$ cat src/rtl/dcache_axi_bridge_if.sv
// dcache_axi_bridge_if
// AXI4 read/write bus between the D-cache line bridge and the interconnect.
// Only the channels and attributes the line bridge uses are carried.
//
// Signals:
//   AR : araddr, arlen, arsize, arburst, arid, arvalid, arready
//   R  : rdata, rresp, rlast, rvalid, rready
//   AW : awaddr, awlen, awsize, awburst, awid, awvalid, awready
//   W  : wdata, wstrb, wlast, wvalid, wready
//   B  : bresp, bvalid, bready
// Modports:
//   master : bus initiator (the bridge)
//   slave  : memory / interconnect side
interface dcache_axi_bridge_if #(
    parameter int ADDR_W = 32,
    parameter int ID_W   = 4
);
    logic [ADDR_W-1:0] araddr;
    logic [7:0]        arlen;
    logic [2:0]        arsize;
    logic [1:0]        arburst;
    logic [ID_W-1:0]   arid;
    logic              arvalid;
    logic              arready;

    logic [31:0]       rdata;
    logic [1:0]        rresp;
    logic              rlast;
    logic              rvalid;
    logic              rready;

    logic [ADDR_W-1:0] awaddr;
    logic [7:0]        awlen;
    logic [2:0]        awsize;
    logic [1:0]        awburst;
    logic [ID_W-1:0]   awid;
    logic              awvalid;
    logic              awready;

    logic [31:0]       wdata;
    logic [3:0]        wstrb;
    logic              wlast;
    logic              wvalid;
    logic              wready;

    logic [1:0]        bresp;
    logic              bvalid;
    logic              bready;

    modport master (
        output araddr, arlen, arsize, arburst, arid, arvalid,
        input  arready,
        input  rdata, rresp, rlast, rvalid,
        output rready,
        output awaddr, awlen, awsize, awburst, awid, awvalid,
        input  awready,
        output wdata, wstrb, wlast, wvalid,
        input  wready,
        input  bresp, bvalid,
        output bready
    );

    modport slave (
        input  araddr, arlen, arsize, arburst, arid, arvalid,
        output arready,
        output rdata, rresp, rlast, rvalid,
        input  rready,
        input  awaddr, awlen, awsize, awburst, awid, awvalid,
        output awready,
        input  wdata, wstrb, wlast, wvalid,
        output wready,
        output bresp, bvalid,
        input  bready
    );
endinterface

$ cat src/rtl/dcache_axi_bridge.sv
// dcache_axi_bridge
// Memory-side responder for D-cache line fills and write-backs. Each cache
// request becomes one AXI4 INCR burst of LINE_WORDS 32-bit beats. A fill
// returns the whole line with a one-cycle rd_gnt; a write-back ends with a
// one-cycle wb_done once the write response has been accepted.
//
// Ports:
//   clk, rst  : clock, asynchronous active-high reset
//   rd_req    : line-fill request (level, held until rd_gnt)
//   rd_addr   : fill address, low OFFSET_LEN bits ignored
//   rd_gnt    : one-cycle pulse, rd_line valid in the same cycle
//   rd_line   : filled line, word i at bits [32i+31:32i]; held until next fill
//   wb_req    : write-back request (level, held until wb_done)
//   wb_addr   : write-back line address
//   wb_line   : dirty line, stable while wb_req is high
//   wb_done   : one-cycle pulse when the write response is accepted
//   err       : sticky bus error flag, cleared only by reset
//   axi       : AXI4 master port (dcache_axi_bridge_if.master)
module dcache_axi_bridge #(
    parameter int OFFSET_LEN = 5,
    parameter int ADDR_W     = 32
) (
    input  logic                                clk,
    input  logic                                rst,
    input  logic                                rd_req,
    input  logic [ADDR_W-1:0]                   rd_addr,
    output logic                                rd_gnt,
    output logic [(32 << (OFFSET_LEN-2))-1:0]   rd_line,
    input  logic                                wb_req,
    input  logic [ADDR_W-1:0]                   wb_addr,
    input  logic [(32 << (OFFSET_LEN-2))-1:0]   wb_line,
    output logic                                wb_done,
    output logic                                err,
    dcache_axi_bridge_if.master                 axi
);

    localparam int LINE_WORDS = 2 ** (OFFSET_LEN - 2);
    localparam int BEAT_W     = OFFSET_LEN - 2;
    localparam int LINE_BITS  = 32 * LINE_WORDS;
    localparam logic [BEAT_W-1:0] LAST_BEAT = BEAT_W'(LINE_WORDS - 1);

    typedef enum logic [2:0] {
        IDLE,
        AR,
        R,
        RDONE,
        AW,
        W,
        B,
        WDONE
    } state_t;

    state_t              state;
    state_t              state_next;
    logic [BEAT_W-1:0]   beat;
    logic [ADDR_W-1:0]   araddr_q;
    logic [ADDR_W-1:0]   awaddr_q;
    logic [LINE_BITS-1:0] line_buf;
    logic                err_q;
    logic                skip_rd;
    logic                skip_wb;

    // Line-offset address bits are dropped by design.
    logic unused_addr_bits;
    assign unused_addr_bits = ^{rd_addr[OFFSET_LEN-1:0], wb_addr[OFFSET_LEN-1:0]};

    // Fixed burst shape: one full line, 4-byte beats, incrementing, id 0.
    assign axi.arlen   = 8'(LINE_WORDS - 1);
    assign axi.arsize  = 3'b010;
    assign axi.arburst = 2'b01;
    assign axi.arid    = '0;
    assign axi.awlen   = 8'(LINE_WORDS - 1);
    assign axi.awsize  = 3'b010;
    assign axi.awburst = 2'b01;
    assign axi.awid    = '0;
    assign axi.wstrb   = 4'hF;

    assign axi.araddr = araddr_q;
    assign axi.awaddr = awaddr_q;
    assign rd_line    = line_buf;
    assign err        = err_q;

    always_ff @(posedge clk or posedge rst) begin
        if (rst) begin
            state <= IDLE;
        end else begin
            state <= state_next;
        end
    end

    // Write-back wins over fill so an evicted line reaches memory before the
    // refill that replaces it. The skip flags mask the request that was just
    // served for one IDLE cycle while the requester drops its level.
    always_comb begin
        state_next  = state;
        axi.arvalid = 1'b0;
        axi.rready  = 1'b0;
        axi.awvalid = 1'b0;
        axi.wvalid  = 1'b0;
        axi.wlast   = 1'b0;
        axi.wdata   = '0;
        axi.bready  = 1'b0;
        rd_gnt      = 1'b0;
        wb_done     = 1'b0;
        case (state)
            IDLE: begin
                if (wb_req && !skip_wb) begin
                    state_next = AW;
                end else if (rd_req && !skip_rd) begin
                    state_next = AR;
                end
            end
            AR: begin
                axi.arvalid = 1'b1;
                if (axi.arready) begin
                    state_next = R;
                end
            end
            R: begin
                axi.rready = 1'b1;
                if (axi.rvalid && (beat == LAST_BEAT)) begin
                    state_next = RDONE;
                end
            end
            RDONE: begin
                rd_gnt     = 1'b1;
                state_next = IDLE;
            end
            AW: begin
                axi.awvalid = 1'b1;
                if (axi.awready) begin
                    state_next = W;
                end
            end
            W: begin
                axi.wvalid = 1'b1;
                axi.wdata  = wb_line[{beat, 5'd0} +: 32];
                axi.wlast  = (beat == LAST_BEAT);
                if (axi.wready && (beat == LAST_BEAT)) begin
                    state_next = B;
                end
            end
            B: begin
                axi.bready = 1'b1;
                if (axi.bvalid) begin
                    state_next = WDONE;
                end
            end
            WDONE: begin
                wb_done    = 1'b1;
                state_next = IDLE;
            end
            default: begin
                state_next = IDLE;
            end
        endcase
    end

    // Burst datapath. The beat counter saturates at LAST_BEAT; completion is
    // decided by the count alone, so an early rlast only flags an error.
    always_ff @(posedge clk or posedge rst) begin
        if (rst) begin
            beat     <= '0;
            araddr_q <= '0;
            awaddr_q <= '0;
            line_buf <= '0;
            err_q    <= 1'b0;
            skip_rd  <= 1'b0;
            skip_wb  <= 1'b0;
        end else begin
            skip_rd <= (state == RDONE);
            skip_wb <= (state == WDONE);
            case (state)
                IDLE: begin
                    if (state_next == AR) begin
                        araddr_q <= {rd_addr[ADDR_W-1:OFFSET_LEN], {OFFSET_LEN{1'b0}}};
                    end else if (state_next == AW) begin
                        awaddr_q <= {wb_addr[ADDR_W-1:OFFSET_LEN], {OFFSET_LEN{1'b0}}};
                    end
                end
                AR: begin
                    if (axi.arready) begin
                        beat <= '0;
                    end
                end
                R: begin
                    if (axi.rvalid) begin
                        line_buf[{beat, 5'd0} +: 32] <= axi.rdata;
                        if (axi.rresp != 2'b00) begin
                            err_q <= 1'b1;
                        end
                        if (axi.rlast && (beat != LAST_BEAT)) begin
                            err_q <= 1'b1;
                        end
                        if (beat != LAST_BEAT) begin
                            beat <= beat + 1'b1;
                        end
                    end
                end
                AW: begin
                    if (axi.awready) begin
                        beat <= '0;
                    end
                end
                W: begin
                    if (axi.wready && (beat != LAST_BEAT)) begin
                        beat <= beat + 1'b1;
                    end
                end
                B: begin
                    if (axi.bvalid && (axi.bresp != 2'b00)) begin
                        err_q <= 1'b1;
                    end
                end
                default: begin
                end
            endcase
        end
    end

endmodule

$ cat src/flat_wrapper.sv
// flat-port wrapper written by rule: the top's interface ports become plain ports
module dcache_axi_bridge_flat 
#(
    parameter int OFFSET_LEN = 5,
    parameter int ADDR_W     = 32
)
  (clk, rst, rd_req, rd_addr, rd_gnt, rd_line, wb_req, wb_addr, wb_line, wb_done, err, axi_araddr, axi_arlen, axi_arsize, axi_arburst, axi_arid, axi_arvalid, axi_arready, axi_rdata, axi_rresp, axi_rlast, axi_rvalid, axi_rready, axi_awaddr, axi_awlen, axi_awsize, axi_awburst, axi_awid, axi_awvalid, axi_awready, axi_wdata, axi_wstrb, axi_wlast, axi_wvalid, axi_wready, axi_bresp, axi_bvalid, axi_bready);
  dcache_axi_bridge_if #(.ADDR_W(ADDR_W)) axi_i ();
  input  logic clk;
  input  logic rst;
  input  logic rd_req;
  input  logic [ADDR_W-1:0] rd_addr;
  output logic rd_gnt;
  output logic [(32 << (OFFSET_LEN-2))-1:0] rd_line;
  input  logic wb_req;
  input  logic [ADDR_W-1:0] wb_addr;
  input  logic [(32 << (OFFSET_LEN-2))-1:0] wb_line;
  output logic wb_done;
  output logic err;
  output wire logic [$bits(axi_i.araddr)-1:0] axi_araddr;
  output wire logic [$bits(axi_i.arlen)-1:0] axi_arlen;
  output wire logic [$bits(axi_i.arsize)-1:0] axi_arsize;
  output wire logic [$bits(axi_i.arburst)-1:0] axi_arburst;
  output wire logic [$bits(axi_i.arid)-1:0] axi_arid;
  output wire logic [$bits(axi_i.arvalid)-1:0] axi_arvalid;
  input wire logic [$bits(axi_i.arready)-1:0] axi_arready;
  input wire logic [$bits(axi_i.rdata)-1:0] axi_rdata;
  input wire logic [$bits(axi_i.rresp)-1:0] axi_rresp;
  input wire logic [$bits(axi_i.rlast)-1:0] axi_rlast;
  input wire logic [$bits(axi_i.rvalid)-1:0] axi_rvalid;
  output wire logic [$bits(axi_i.rready)-1:0] axi_rready;
  output wire logic [$bits(axi_i.awaddr)-1:0] axi_awaddr;
  output wire logic [$bits(axi_i.awlen)-1:0] axi_awlen;
  output wire logic [$bits(axi_i.awsize)-1:0] axi_awsize;
  output wire logic [$bits(axi_i.awburst)-1:0] axi_awburst;
  output wire logic [$bits(axi_i.awid)-1:0] axi_awid;
  output wire logic [$bits(axi_i.awvalid)-1:0] axi_awvalid;
  input wire logic [$bits(axi_i.awready)-1:0] axi_awready;
  output wire logic [$bits(axi_i.wdata)-1:0] axi_wdata;
  output wire logic [$bits(axi_i.wstrb)-1:0] axi_wstrb;
  output wire logic [$bits(axi_i.wlast)-1:0] axi_wlast;
  output wire logic [$bits(axi_i.wvalid)-1:0] axi_wvalid;
  input wire logic [$bits(axi_i.wready)-1:0] axi_wready;
  input wire logic [$bits(axi_i.bresp)-1:0] axi_bresp;
  input wire logic [$bits(axi_i.bvalid)-1:0] axi_bvalid;
  output wire logic [$bits(axi_i.bready)-1:0] axi_bready;
  assign axi_araddr = axi_i.araddr;
  assign axi_arlen = axi_i.arlen;
  assign axi_arsize = axi_i.arsize;
  assign axi_arburst = axi_i.arburst;
  assign axi_arid = axi_i.arid;
  assign axi_arvalid = axi_i.arvalid;
  assign axi_i.arready = axi_arready;
  assign axi_i.rdata = axi_rdata;
  assign axi_i.rresp = axi_rresp;
  assign axi_i.rlast = axi_rlast;
  assign axi_i.rvalid = axi_rvalid;
  assign axi_rready = axi_i.rready;
  assign axi_awaddr = axi_i.awaddr;
  assign axi_awlen = axi_i.awlen;
  assign axi_awsize = axi_i.awsize;
  assign axi_awburst = axi_i.awburst;
  assign axi_awid = axi_i.awid;
  assign axi_awvalid = axi_i.awvalid;
  assign axi_i.awready = axi_awready;
  assign axi_wdata = axi_i.wdata;
  assign axi_wstrb = axi_i.wstrb;
  assign axi_wlast = axi_i.wlast;
  assign axi_wvalid = axi_i.wvalid;
  assign axi_i.wready = axi_wready;
  assign axi_i.bresp = axi_bresp;
  assign axi_i.bvalid = axi_bvalid;
  assign axi_bready = axi_i.bready;
  dcache_axi_bridge #(.OFFSET_LEN(OFFSET_LEN), .ADDR_W(ADDR_W)) u_core (.clk(clk), .rst(rst), .rd_req(rd_req), .rd_addr(rd_addr), .rd_gnt(rd_gnt), .rd_line(rd_line), .wb_req(wb_req), .wb_addr(wb_addr), .wb_line(wb_line), .wb_done(wb_done), .err(err), .axi(axi_i));
endmodule
$ cat config.mk
export PLATFORM = sky130hd
export DESIGN_NAME = dcache_axi_bridge_flat
export DESIGN_NICKNAME = d
export VERILOG_FILES = /design/src/rtl/dcache_axi_bridge_if.sv /design/src/rtl/dcache_axi_bridge.sv /design/src/flat_wrapper.sv
export SDC_FILE = /design/constraint.sdc
export NUM_CORES = 1
export LEC_CHECK = 0
export ABC_AREA = 0
export BUFFER_PORTS_ARGS = -buffer_cell sky130_fd_sc_hd__buf_4
export CAP_MARGIN = 15
export CORE_AREA = 10 10 291 293
export CTS_BUF_LIST = sky130_fd_sc_hd__clkbuf_16
export CTS_CLUSTER_SIZE = 25
export DETAILED_ROUTE_END_ITERATION = 7
export DIE_AREA = 0 0 301 303
export GPL_TIMING_DRIVEN = 0
export PLACE_DENSITY_LB_ADDON = 0.05
export SYNTH_ARGS = -nofsm -noshare
export SYNTH_HDL_FRONTEND = slang
export SYNTH_SLANG_ARGS = --single-unit
$ cat constraint.sdc
create_clock -name clk -period 9.4 [get_ports clk]
set_input_delay 0.47 -clock clk [delete_from_list [all_inputs] [get_ports clk]]
set_output_delay 0.47 -clock clk [all_outputs]
set_load 0.005 [all_outputs]
Word-level counts from Yosys, hierarchy flattened
Cells that the tools add are included.

storage, ports and cells
  bits in registers = 319
  input port bits = 366
  output and inout bits = 399
  logic and storage cells = 81

cells by class
  add/sub/neg operators = 2
  eq/ne operators = 18
  shift-type cells = 3
  muxes and demuxes = 29
  bitwise gates (word level) = 1
  reductions and logical operators = 20

operators by type and width
  cell                         count
  $bwmux W256                  1
  $shift A32 B10 Y256 const A  1
  $shiftx A256 B9 Y32          1
  $shiftx A32 B10 Y256         1
  $mux W3                      12
  $mux W32                     1
  $pmux W3 S7                  1
  $eq A3 B3 Y1 const B         6
  $mux W1                      12
  $pmux W3 S4                  1
  $neg A8 Y10                  1
  $logic_and A1 B1 Y1          7
  $eq A3 B1 Y1 const B         2
  $eq A3 B2 Y1 const B         2
  $ne A2 B1 Y1 const B         3
  $ne A2 B2 Y1 const B         3
  $reduce_and A6 Y1            1
  $reduce_bool A2 Y1           3
  $reduce_and A2 Y1            2
  $reduce_and A4 Y1            1
  $reduce_bool A4 Y1           1
  $add A3 B1 Y3 const B        1
  $logic_not A3 Y1             1
  $ne A3 B1 Y1 const B         1
  6 further kinds              7

Longest topological paths before layout
Gate-level depths: netlist (run 1).

  depth in word-level cells = 8
  mapped depth = 10
  depth with buffers taken out = 6

Worst setup path before layout (run 1)
No wires, ideal clock.

  path kind = register -> register
  start = register u_core.beat[0]
  end = register u_core.line_buf[0] (netlist: u_core.rd_line[0])
  setup time = 0.125 ns
  arrival = 2.659 ns
  data required time = 9.275 ns
  slack = 6.616 ns
  cell stages (with the launch flop) = 11
  path buffers = 4
  period minus slack after synthesis = 2.784 ns
  path through = dfrtp_1 > buf_2 > buf_2 > buf_2 > inv_1 > ha_1 > ha_1 > nor4b_1 > nand3_2 > buf_2 > mux2_2

between the ends
  cells in the longest elaborated chain, start to end = 3
  elaborated cells between the ends (all ways) = 4
  those cells by class = 1 x add/sub; 2 x shift; 1 x mux

ends and longest elaborated chain
  item                                                                line                      source
  start, declared                                                     dcache_axi_bridge.sv:55   logic [BEAT_W-1:0] beat;
  start signal, assigned                                              dcache_axi_bridge.sv:196  beat <= beat + 1'b1;
  start signal, assigned                                              dcache_axi_bridge.sv:207  beat <= beat + 1'b1;
  $neg A8 Y10 (*)                                                     dcache_axi_bridge.sv:188  line_buf[{beat, 5'd0} +: 32] <= axi.rdata;
  $shiftx A32 B10 Y256 / $shift A32 B10 Y256 (equally long branches)  dcache_axi_bridge.sv:188
  $bwmux W256 (*)                                                     dcache_axi_bridge.sv:188
  end signal, assigned by index                                       dcache_axi_bridge.sv:188
  end, declared                                                       dcache_axi_bridge.sv:58   logic [LINE_BITS-1:0] line_buf;

Mark *: on every way between the ends. The rest lies on a longest branch, timed or not.
A chain may end at the register's enable or synchronous reset.

Final worst setup path (run 1)
  start = register u_core.beat[0]
  end = register u_core.line_buf[105] (netlist: u_core.rd_line[105])

Same word-level chain as after synthesis.

==> results by group, run 1 <==
Min path
  – Hold Crit Class: in2async

Synth
  – Avg Cell Area, Syn: about 15 sq um
  – Yosys top cell by area: dfrtp_1
  – Asr flop ratio synth: 1.000
  – Synthesized flop and latch total: roughly 320
  – Sequential share of the synthesized area: 0.5233
  – Most common cell in the netlist: dfrtp_1
  – Post-Syn Area: 0.01525 sq mm
  – Area contributors post-synth: dfrtp_1 52%, mux2_2 17%, mux4_2 9.4%
  – Syn. warnings: 0
  – Top_reg_cell synth: dfrtp_1
  – Post-synth EDFFs: 0
  – Post-Synthesis Cells: between 1000 and 1500
  – Yosys top cell area share: 0.5233
  – Synth top cells by count: 319 x dfrtp_1, 237 x mux2_2, 97 x and2_1
  – Yosys cell types: between 40 and 50

Floorplan
  – Die H: slightly above 300 microns
  – Initial Util: 0.1940
  – Die area: slightly above 0.09 sq mm
  – Cell Rows: about 100
  – Die Span X: around 300 microns
  – Core Area: around 0.079 sq mm
  – Boundary Pins: between 700 and 800

Clock tree
  – Clock buffer depth: 3
  – H-tree Lvls: 2
  – CTS-repair resized insts: 0
  – CTS tree: done
  – Hold Buf Count CTS: 0
  – Setup Fix Bufs, Post-CTS: 0
  – Clk_lat worst skew: ~560 ps
  – Clock sink total: roughly 320
  – Reg clk slew, reported paths: ~70 ps
  – CTS Root Cell: clkbuf_16
  – CTS buffer count: around 40

Timing
  – Worst rel slew slack: 0.2770
  – Worst slew pin tran: 1076 ps
  – Final Max Tran Viols: 0
  – Setup violators final: 0
  – Fmax: around 0.26 GHz
  – Setup Skew: around 19 ps
  – Final Critical Period: about 3800 ps
  – Unrepaired setup endpoints after global routing: false
  – Final hold viol count: 0
  – Final period utilization: 0.4052
  – Hold Slack: approximately 78 ps
  – Setup_tns: 0 ps

Run status
  – Outcome: complete, no violations

Routing
  – Starting DRC count in detailed routing: slightly above 400
  – Drt via density: between 4 and 5
  – Routed vias: ~12000
  – Remaining DRCs: 0
  – Final WL: ~86000 microns
  – ANT nets after route: 0
  – Post-DR wirelength/cell: slightly below 30 microns
  – Drt first pass iters: 4

Cells and area
  – Share of cells above drive strength 1: 0.6484
  – Nets: ~2200
  – Non-filler instance count after layout: roughly 2900
  – Area delta synth->final: 54.31%

Global route
  – Gr ovfl total: 0
  – Vias in the first global route: 13113
  – First-pass GRT wire length: between 100000 and 150000 microns
  – Largest net degree at the start of global routing: 113
  – GRT Total Usage: 0.1809
  – Initial antenna violation count: between 40 and 50

Place
  – Post-Place Cells: 2820
  – Routability Congestion: between 0.8 and 0.9
  – I/O Buffers: ~710
  – DP HPWL: approximately 71000 microns

Job
  – Max Cap Viol: 0

Worst setup path
  – CP endpoint kind: register
  – WS Path Type: reg2reg
  – Crit-path max FO: 10
  – Worst path required time: about 9900 ps
  – Critical path startpoint category: register
  – CP arrival: 4310 ps

Power
  – P_leak: 0.01215 uW
  – Pwr Density: around 210 mW/mm^2
  – Total power: 4965 uW
  – Maximum vdd drop: 105.5 uV
## where the power goes
group	leakage, uW	switching, uW	internal, uW
logic	0.00711	839	914
clock network	0.000677	654	950
registers	0.00436	90.6	1520
total	0.0121	1580	3380
## placed cells by master (no fill, tap or decap), drive strengths merged, types with 22 or more instances in the layout
cell    Yosys  final
a22o       32     32
and2       97     97
buf        89    797
clkbuf     25     67
clkinv      0     22
conb        2     48
dfrtp     319    319
diode       0     33
mux2      311    311
mux4       64     64
## flip-flops by register name, indices dropped and copies added, names as in the netlist
name,flops
u_core.axi.araddr,27
u_core.axi.awaddr,27
u_core.beat,3
u_core.err,1
u_core.rd_line,256
u_core.skip_rd,1
u_core.skip_wb,1
u_core.state,3
## routing by layer
layer  vias up  share of wire  GRT usage
met2       452           0.58     0.3676
li1       5252              -          -
met1      6204           0.32     0.1654
met4         4          0.029    0.05509
met5         -        0.00037          0
met3       112          0.074    0.05972
## final cells by class
class | instances | area, sq um
sequential | 319 | 7983
multi-input combinational | 621 | 6685
clock inverter | 34 | 297.8
fill | 8246 | 55070
buffer | 114 | 734.5
tap | 1050 | 1314
antenna | 33 | 82.58
inverter | 8 | 37.54
timing repair buffer | 708 | 5355
clock buffer | 42 | 1051
## critical path: stages, from the launching register on
cell and delay [ps]:
dfrtp_1 370, buf_2 220, buf_2 370, buf_2 410
inv_1 170, ha_1 230, ha_1 230, nor3b_1 780
clkbuf_1 570, and2_1 240, mux2_2 150
## kinds of logic after synthesis
family | share of synthesized area
adder cells (fa/ha/maj) | 0.004921
buffers and inverters | 0.05011
flip-flops | 0.5233
AND/OR/NAND/NOR | 0.06217
multiplexers | 0.3314
AO/OA/AOI/OAI | 0.02756
other | 0.0004923
## through the flow
stage	worst slack [ps]	util	cell area, sq um
final	5591	0.2994	23540
after global routing	5204	0.2986	23480
after CTS	5432	0.2984	23460
after detailed placement	5429	0.2812	22110
after global placement	-4909	0.2804	22040
after floorplan	102.1	-	15430
## path summary, 6_finish.rpt
check | start | end | slack, ps | cells after the start
min in group clk | rd_addr[16] | u_core.axi.araddr[16]$_DFFE_PP0P_ | 130 | 2
max in group asynchronous | rst | u_core.rd_line[173]$_DFFE_PP0P_ | 7680 | 4
min reg2reg | u_core.err$_DFFE_PP0P_ | u_core.err$_DFFE_PP0P_ | 470 | 1
min | rst | u_core.rd_line[180]$_DFFE_PP0P_ | 80 | 2
max | u_core.beat[0]$_DFFE_PP0P_ | u_core.rd_line[105]$_DFFE_PP0P_ | 5590 | 10
max reg2reg | u_core.beat[0]$_DFFE_PP0P_ | u_core.rd_line[105]$_DFFE_PP0P_ | 5590 | 10
Note: power is estimated with default switching activity, not from simulation.
==> run 2, diff against run 1 <==
==> constraint.sdc (replaced) <==
create_clock -name clk -period 3.5 [get_ports clk]
set_input_delay 0.175 -clock clk [delete_from_list [all_inputs] [get_ports clk]]
set_output_delay 0.175 -clock clk [all_outputs]
set_load 0.005 [all_outputs]
==> results by group, run 2 (synthesis gave the netlist of run 1 again) <==
Timing
  – Unrepaired setup endpoints after global routing: false
  – Final Critical Period: 3240 ps
  – Setup violators final: 0
  – Worst rel slew slack: 0.3308
  – Fmax: 0.3086 GHz
  – Worst slew pin tran: between 900 and 1000 ps
  – Final hold viol count: 0
  – Final period utilization: 0.9258
  – Final setup margin: 259.5 ps
  – Setup Skew: approximately 20 ps
  – Final Max Tran Viols: 0

Floorplan
  – Cell Rows: between 100 and 150
  – Boundary Pins: approximately 770
  – Core Area: about 0.079 sq mm
  – Initial Util: 0.1940
  – Die H: 303 microns
  – Die Span X: approximately 300 microns
  – Die area: around 0.091 sq mm

Worst setup path
  – CP arrival: ~3700 ps
  – Crit-path cells: buf_2, buf_2, inv_1, ha_1, ha_1, nor4b_1, nand3_2, buf_12, buf_2, mux2_2
  – Worst path most repeated cell: buf_2
  – Worst path required time: between 3000 and 4000 ps
  – Slowest CP cell: dfrtp_2
  – Critical path startpoint category: register
  – Critical path's largest stage delay: 500 ps
  – Critical path buffers and inverters: 5
  – WS Path Type: reg2reg
  – Delay-heaviest family, CP: buffers and inverters
  – CP endpoint kind: register
  – Crit-path max FO: 10

Power
  – Flop pwr share: 0.324
  – Clk pwr share: 0.309
  – Maximum vdd drop: roughly 280 uV
  – Comb pwr share: 0.366
  – Net Switching: ~4300 uW
  – Pwr Density: around 540 mW/mm^2
  – P_leak: roughly 0.013 uW
  – Total power: about 13000 uW
  – Int Pwr: slightly above 9000 uW
  – Switching part of the total: 0.3200

Routing
  – Remaining DRCs: 0
  – Post-DR wirelength/cell: approximately 28 microns
  – Drt via density: approximately 4
  – ANT nets after route: 0
  – Starting DRC count in detailed routing: slightly below 400
  – Drt first pass iters: 4
  – Final WL: between 80000 and 90000 microns
  – Routed vias: ~12000

Global route
  – Largest net degree at the start of global routing: 40
  – Vias in the first global route: around 13000
  – Initial antenna violation count: 35
  – GRT Total Usage: 0.1788
  – Gr ovfl total: 0
  – First-pass GRT wire length: roughly 110000 microns

Min path
  – Hold Crit Class: in2reg

Cells and area
  – Non-filler instance count after layout: 3017
  – Most frequent cells in the layout: 763 x buf_4, 318 x dfrtp_1, 237 x mux2_2, 97 x and2_1, 89 x dlygate4sd3_1
  – Commonest non-fill, non-tap cell in the layout: buf_4
  – Area delta synth->final: 60.74%
  – Fillers: between 8000 and 9000
  – Combined area of the multi-input logic cells: 0.006693 sq mm
  – Area occupied by registers: around 0.008 sq mm
  – Nets: approximately 2300
  – Share of cells above drive strength 1: 0.6236
  – Max reg flops: between 200 and 300

Place
  – Post-Place Setup Slack: -596.4 ps
  – Post-Place Cells: approximately 2800
  – I/O Buffers: 706
  – DP HPWL: 70980 microns
  – Routability Congestion: roughly 0.88

Job
  – Max Cap Viol: 0

Clock tree
  – Clock buffer depth: 3
  – Clk_lat worst skew: between 500 and 600 ps
  – Clock sink total: about 320
  – CTS buffer count: 42
  – H-tree Lvls: 2
  – CTS Root Cell: clkbuf_16
  – CTS tree: done
  – Reg clk slew, reported paths: 60 ps

Run status
  – Outcome: complete, no violations
## run 2: cell types whose count changed in the layout (fill, tap and decap cells not counted), moves of 2 or more
cell | before | now
buf_16 | 2 | 0
clkbuf_2 | 2 | 7
inv_1 | 12 | 15
buf_4 | 761 | 763
buf_12 | 0 | 10
dlygate4sd3_1 | 0 | 89
diode_2 | 33 | 25
bufinv_16 | 5 | 3
clkbuf_1 | 23 | 18
clkinv_1 | 16 | 12
## run 2: path summary, 6_finish.rpt
check | startpoint | to | slack, ps | cells past startpoint
max | u_core.beat[1]$_DFFE_PP0P_ | u_core.rd_line[30]$_DFFE_PP0P_ | 260 | 10
min | axi_awready | u_core.state[0]$_DFF_PP0_ | 60 | 4
max reg2reg | u_core.beat[1]$_DFFE_PP0P_ | u_core.rd_line[30]$_DFFE_PP0P_ | 260 | 10
min reg2reg | u_core.rd_line[242]$_DFFE_PP0P_ | u_core.rd_line[242]$_DFFE_PP0P_ | 480 | 1
max in group asynchronous | rst | u_core.rd_line[4]$_DFFE_PP0P_ | 1980 | 6
min in group asynchronous | rst | u_core.axi.araddr[16]$_DFFE_PP0P_ | 310 | 3
## run 2: power by group through the flow
stage | combinational [uW] | clock, uW | sequential (uW)
2_1_floorplan | 2340 | 0 | 4380
3_3_place_gp | 4880 | 0 | 4380
3_5_place_dp | 4900 | 0 | 4390
4_1_cts | 5010 | 4330 | 4330
5_1_grt | 5270 | 4440 | 4370
6_report | 4880 | 4120 | 4320
## run 2: area by class of cell
cell class                 instances  area share
multi-input combinational        621      0.2729
antenna                           25    0.002551
timing repair buffer             806      0.2609
clock buffer                      43     0.04388
clock inverter                    31    0.008777
inverter                           8    0.001378
sequential                       319      0.3256
tap                             1050     0.05358
buffer                           114     0.03041
## run 2: worst min-delay path, stage by stage
cell,delay [ps]
buf_4,90
mux2_2,140
a22oi_1,70
o311ai_0,90
## run 2: repair_timing
item,in CTS,in global routing
setup buffers,0,1
resized for setup,4,11
hold buffers,89,0
pin swaps,0,1
setup endpoints to repair,214,127
hold endpoints to repair,155,0
## run 2: stage by stage
stage | setup TNS (ps) | utilization | hold WS (ps) | area, sq um
2_1_floorplan | -295970 | - | 323.5 | 15430
3_5_place_dp | -57130 | 0.2828 | 340.5 | 22230
4_1_cts | 0 | 0.3107 | 0.8693 | 24420
5_1_grt | 0 | 0.3115 | 38.97 | 24480
3_3_place_gp | -1215800 | 0.2804 | 410.4 | 22040
6_report | 0 | 0.3119 | 62.87 | 24520
## run 2: metal layers
metal | vias to the layer above | part of all wire | GRT usage
li1 | 5422 | - | -
met3 | 104 | 0.083 | 0.06336
met4 | 2 | 0.036 | 0.05699
met1 | 6240 | 0.32 | 0.1675
met5 | - | 0.00015 | 0
met2 | 475 | 0.56 | 0.3538
